<file path="src/rtl/ct_had_pkg.sv">
// Shared HAD common-domain types: halt sequencer state encoding and core-count limit.
package ct_had_pkg;

    localparam int unsigned HAD_MAX_CORE = 4;

    typedef enum logic [1:0] {
        StIdle       = 2'd0,
        StHaltWait   = 2'd1,
        StHalted     = 2'd2,
        StResumeWait = 2'd3
    } had_halt_st_e;

    function automatic logic is_wait_st(input had_halt_st_e st);
        return (st == StHaltWait) || (st == StResumeWait);
    endfunction

endpackage

</file>
<file path="src/rtl/ct_had_tmo_cnt.sv">
// Wait-phase timeout counter: synchronous clear, count enable, saturates at all-ones.
module ct_had_tmo_cnt #(
    parameter int unsigned TMO_W = 8
) (
    input  logic clk,
    input  logic rst,
    input  logic clr,
    input  logic en,
    output logic done
);

    logic [TMO_W-1:0] cnt_q;

    assign done = &cnt_q;

    always_ff @(posedge clk or posedge rst) begin
        if (rst) begin
            cnt_q <= '0;
        end else if (clr) begin
            cnt_q <= '0;
        end else if (en && !done) begin
            cnt_q <= cnt_q + 1'b1;
        end
    end

endmodule

</file>
<file path="src/rtl/ct_had_halt_ctrl.sv">
// Multi-core halt/resume sequencer: host halt/resume commands, self-halt cross-trigger,
// per-core ack waits under a shared timeout.
module ct_had_halt_ctrl
    import ct_had_pkg::*;
#(
    parameter int unsigned NUM_CORE = 2,
    parameter int unsigned TMO_W    = 8
) (
    input  logic                forever_cpuclk,
    input  logic                cpurst,
    input  logic                host_halt_req,
    input  logic                host_resume_req,
    input  logic [NUM_CORE-1:0] host_core_mask,
    input  logic [NUM_CORE-1:0] cti_en,
    input  logic [NUM_CORE-1:0] core_dbg_mask,
    input  logic [NUM_CORE-1:0] core_enter_dbg,
    input  logic [NUM_CORE-1:0] core_dbg_ack,
    input  logic                err_clr,
    output logic [NUM_CORE-1:0] core_halt_req,
    output logic [NUM_CORE-1:0] core_resume_req,
    output logic [NUM_CORE-1:0] halted_mask,
    output logic                busy,
    output logic                tmo_err
);

    had_halt_st_e        state_q, state_d;
    logic [NUM_CORE-1:0] tgt_q, tgt_d;
    logic [NUM_CORE-1:0] evt_set, host_set, merged;
    logic [NUM_CORE-1:0] halt_req_d, resume_req_d;
    logic                cti_hit, tmo_done, tmo_fire, tmo_clr;

    always_comb begin
        cti_hit      = |(core_enter_dbg & cti_en);
        evt_set      = core_enter_dbg | (cti_hit ? cti_en : '0);
        host_set     = host_halt_req ? host_core_mask : '0;
        merged       = (tgt_q | host_set | evt_set) & ~core_dbg_mask;
        state_d      = state_q;
        tgt_d        = tgt_q & ~core_dbg_mask;
        halt_req_d   = '0;
        resume_req_d = '0;
        tmo_fire     = 1'b0;
        unique case (state_q)
            StIdle: begin
                // A self-halt without cti_en does not start a sequence from idle.
                tgt_d = (host_set | (cti_hit ? evt_set : '0)) & ~core_dbg_mask;
                if (cti_hit || tgt_d != '0) state_d = StHaltWait;
            end
            StHaltWait: begin
                tgt_d = merged;
                if ((core_dbg_ack & merged) == merged) begin
                    state_d = StHalted;
                end else if (tmo_done) begin
                    tmo_fire = 1'b1;
                    tgt_d    = merged & core_dbg_ack;
                    state_d  = StHalted;
                end else begin
                    halt_req_d = merged & ~core_dbg_ack;
                end
            end
            StHalted: begin
                tgt_d = merged;
                // Only cores newly added and not yet in debug need another wait phase.
                if ((merged & ~tgt_q & ~core_dbg_ack) != '0) begin
                    state_d = StHaltWait;
                end else if (host_resume_req) begin
                    resume_req_d = merged;
                    state_d      = (merged == '0) ? StIdle : StResumeWait;
                end
            end
            StResumeWait: begin
                if ((core_dbg_ack & tgt_d) == '0) begin
                    tgt_d   = '0;
                    state_d = StIdle;
                end else if (tmo_done) begin
                    tmo_fire = 1'b1;
                    tgt_d    = '0;
                    state_d  = StIdle;
                end
            end
        endcase
    end

    assign tmo_clr = is_wait_st(state_d) && (state_d != state_q);

    ct_had_tmo_cnt #(
        .TMO_W (TMO_W)
    ) u_tmo_cnt (
        .clk  (forever_cpuclk),
        .rst  (cpurst),
        .clr  (tmo_clr),
        .en   (is_wait_st(state_q)),
        .done (tmo_done)
    );

    always_ff @(posedge forever_cpuclk or posedge cpurst) begin
        if (cpurst) begin
            state_q         <= StIdle;
            tgt_q           <= '0;
            core_halt_req   <= '0;
            core_resume_req <= '0;
            halted_mask     <= '0;
            busy            <= 1'b0;
            tmo_err         <= 1'b0;
        end else begin
            state_q         <= state_d;
            tgt_q           <= tgt_d;
            core_halt_req   <= halt_req_d;
            core_resume_req <= resume_req_d;
            halted_mask     <= core_dbg_ack & ~core_dbg_mask;
            busy            <= is_wait_st(state_d);
            if (tmo_fire) begin
                tmo_err <= 1'b1;
            end else if (err_clr) begin
                tmo_err <= 1'b0;
            end
        end
    end

endmodule

</file>
<file path="config.mk">
export PLATFORM = sky130hd
export DESIGN_NAME = ct_had_halt_ctrl
export DESIGN_NICKNAME = d
export VERILOG_FILES = /design/src/rtl/ct_had_pkg.sv /design/src/rtl/ct_had_tmo_cnt.sv /design/src/rtl/ct_had_halt_ctrl.sv
export SDC_FILE = /design/constraint.sdc
export NUM_CORES = 1
export LEC_CHECK = 0
export CAP_MARGIN = 20
export CORE_ASPECT_RATIO = 1.75
export CORE_UTILIZATION = 44
export CTS_BUF_LIST = sky130_fd_sc_hd__clkbuf_8 sky130_fd_sc_hd__clkbuf_16
export CTS_CLUSTER_SIZE = 40
export DETAILED_ROUTE_END_ITERATION = 8
export PLACE_DENSITY_LB_ADDON = 0.05
export SYNTH_ARGS = -nofsm -noshare
export SYNTH_HDL_FRONTEND = slang
export SYNTH_SLANG_ARGS = --single-unit
export TNS_END_PERCENT = 30
</file>
<file path="constraint.sdc">
create_clock -name forever_cpuclk -period 1.7 [get_ports forever_cpuclk]
set_input_delay 0.34 -clock forever_cpuclk [delete_from_list [all_inputs] [get_ports forever_cpuclk]]
set_output_delay 0.34 -clock forever_cpuclk [all_outputs]
set_load 0.03 [all_outputs]
</file>
==> flow_summary.yaml <==
run_status:
  status: "complete, no violations"
timing:
  setup_viol: 0
  fin_tns_setup_ns: 0
  tightest_slew_ns: 0.337
  rsz0062_at_grt: "no"
  drv_slew: 0
  finClkSkew_ns: 0.00392
  hold_viol_final: 0
  setup_ws_ns: 0.0707
  clock.fmax_ghz: 0.614
  post-route-min-period_ns: 1.63
  slew_headroom: 0.775
  finalCritPeriodShare: 0.958
synth:
  ys_ff_latch: 19
  netlist_area_um2: 1090
  syn_inst: 112
  synth_nets: 128
  ys_seq_area_frac: 0.438
  synth_area_leaders: "dfrtp_1, nor2_1, o21ai_0, a21oi_1, a2111oi_4"
  synth_top_area_frac: 0.438
  synth_area_leader_cell: "dfrtp_1"
  ys_warn_count: 0
  syn_avg_cell_area_um2: 9.70
  synth.distinct_cells: 39
placed_design:
  place_congestion: 0.889
  post-place-ws_ns: -0.534
  io_buffers: 22
  dp_hpwl_um: 2290
worst_setup_path:
  r2r_start: "u_tmo_cnt.cnt_q[1]"
  critical_path_class: "in2reg"
  path_cells: "clkdlybuf4s50_1 -> nand2_2 -> o221a_2 -> a311oi_4 -> buf_4 -> a211oi_1"
  cpPeakStageDelay_ns: 0.47
  arrival_ns: 1.76
  cp_slowest_cell: "clkdlybuf4s50_1"
  worst-path-buf-inv: 2
  critPathLaunchType: "input port"
  crit_family: "compound AO/OA/AOI/OAI gates"
  endpoint_kind: "register"
  rr_endpoint: "state_q[1]"
  r2r_cells: 6
  rrSetupSlack_ns: 0.10
  required_ns: 1.83
  crit_path_max_fanout: 5
routing:
  drc_errors: 0
  first_iter_violations: 15
  via_count: 1048
  viasPerCell: 5.70
  post_drt_wl_per_cell_um: 15.7
  first_pass_iters: 4
  wirelength_um: 2890
  antenna_left: 0
clocking:
  clk_pin_slew_ns: 0.07
  cts.sinks: 19
  cts_tree: "yes"
  cts_buffers: 3
  cts-root-buf: "clkbuf_8"
  htreeDepth: 1
  clockBufferDepth: 2
  clk_latency_ns: 0.25
  postCtsSetupRepairBufs: 0
finish:
  antenna_cells: 0
  final-seq-area_um2: 475
  fillers: 186
  final_common_cell: "buf_4"
  drive_gt1_frac: 0.296
  nNetsFinal: 176
  syn_to_final_growth_pct: 46.5
  final_cell_mix: "buf_4, dfrtp_1, nor2_1"
  multi_input_comb_area_um2: 621
floorplan:
  die_area_um2: 2680
  die_h_um: 67.7
  boundaryPins: 23
  start_util: 0.472
  die_x_um: 39.6
  rows: 23
  coreArea_um2: 2300
global_routing:
  gr-total-overflow: 0
  antenna_found_initial: 0
  grt_pass1_vias: 1040
  grt_pass1_wl_um: 4620
  grt_max_degree: 20
  grt.total_usage: 0.253
hold_path:
  hold_path_class: "in2async"
run:
  cap_violations: 0
pwr:
  peakVddDrop_uv: 602
  p_leak_nw: 0.701
  power.density_nw_per_um2: 1120
## synthesized netlist by cell type
library cell and instances:
a211oi_1 3, and3_1 2, nand3_1 4, dfrtp_1 19, nand2_1 3, xnor2_1 3, a21boi_0 1, and2_1 1
nand3_4 1, o32ai_1 1, a32oi_1 1, clkbuf_1 3, nand4_1 2, nor2_1 17, xor2_1 2, nor3_1 3
and4_1 1, a311oi_4 1, a32o_1 1, o21ai_1 2, a21oi_2 1, a31oi_4 1, a22oi_1 2, a31oi_1 2
a21oi_1 6, nor4_1 1, a211o_1 1, o221a_2 1, a2111oi_4 1, inv_1 6, or2_2 1, a211o_2 1
a221oi_1 1, o21a_1 2, nor2b_1 2, ha_1 1, o21ai_0 9, mux2_2 1, a31o_2 1
## logic make-up (layout without fill, tap and decap cells)
group,Yosys count,after routing,share of synthesized area
adders and majority gates,1,1,0.0115
DFF,19,19,0.438
xor gates and xnor gates,5,5,0.0403
AOI/OAI and AO/OA,39,39,0.291
muxes,1,1,0.0104
buffers and inverters,9,56,0.0311
and+or+nand+nor,38,38,0.177
## through the flow
stage / power, mW / std cells / area, um^2 / utilization / hold WS (ns)
2_1_floorplan: 1.07 / 112 / 1090 / - / 0.291
4_1_cts: 1.78 / 184 / 1570 / 0.684 / 0.419
6_report: 1.79 / 184 / 1590 / 0.691 / 0.408
5_1_grt: 1.88 / 184 / 1590 / 0.691 / 0.466
3_5_place_dp: 1.45 / 180 / 1510 / 0.654 / 0.515
3_3_place_gp: 1.44 / 180 / 1510 / 0.654 / 0.512
## report_power, final
group / internal (mW) / leakage (nW) / total (mW) / switching (mW)
Sequential: 0.542 / 0.254 / 0.608 / 0.0655
Combinational: 0.404 / 0.419 / 0.873 / 0.469
Clock: 0.160 / 0.0269 / 0.308 / 0.148
Total: 1.11 / 0.701 / 1.79 / 0.682
## area by class of cell
class / count / area share
Sequential cell: 19 / 0.299
Timing Repair Buffer: 46 / 0.249
Tap cell: 25 / 0.0197
Inverter: 6 / 0.0142
Multi-Input combinational cell: 84 / 0.390
Clock inverter: 1 / 0.00236
Clock buffer: 3 / 0.0259
## worst max path at each step
stage	start	endpoint	cells past startpoint
final	host_core_mask[1]	u_tmo_cnt.cnt_q[2]	6
after global routing	core_dbg_ack[0]	tmo_err	6
after CTS	core_dbg_mask[1]	state_q[1]	6
after detailed placement	cti_en[1]	u_tmo_cnt.cnt_q[2]	7
after global placement	cti_en[1]	u_tmo_cnt.cnt_q[2]	7
after floorplan	u_tmo_cnt.cnt_q[0]	state_q[1]	7
## routing by layer
metal	routed length [um]	global-route usage	vias to the layer above
li1	-	-	511
met1	1070	0.256	496
met2	1610	0.461	29
met3	83	0.0296	12
met4	127	0.147	0
met5	0	0	-
## sequential cells by signal, indices dropped and copies added, names as in the netlist
name and flops:
halted_mask 2, state_q 1, tmo_err 1, core_halt_req 2
core_resume_req 2, busy 1, u_tmo_cnt.cnt_q 8, tgt_q 2
## tightest hold or removal path, cell delays in order
cell	delay (ns)
clkdlybuf4s50_1	0.40
inv_1	0.05
buf_4	0.26
## what timing repair did
item,CTS,global route
hold buffers,0,0
setup endpoints to repair,12,11
gates resized for setup,16,7
pin swaps,5,2
cloned,0,0
No activity file was read; power rests on OpenSTA's default activity.
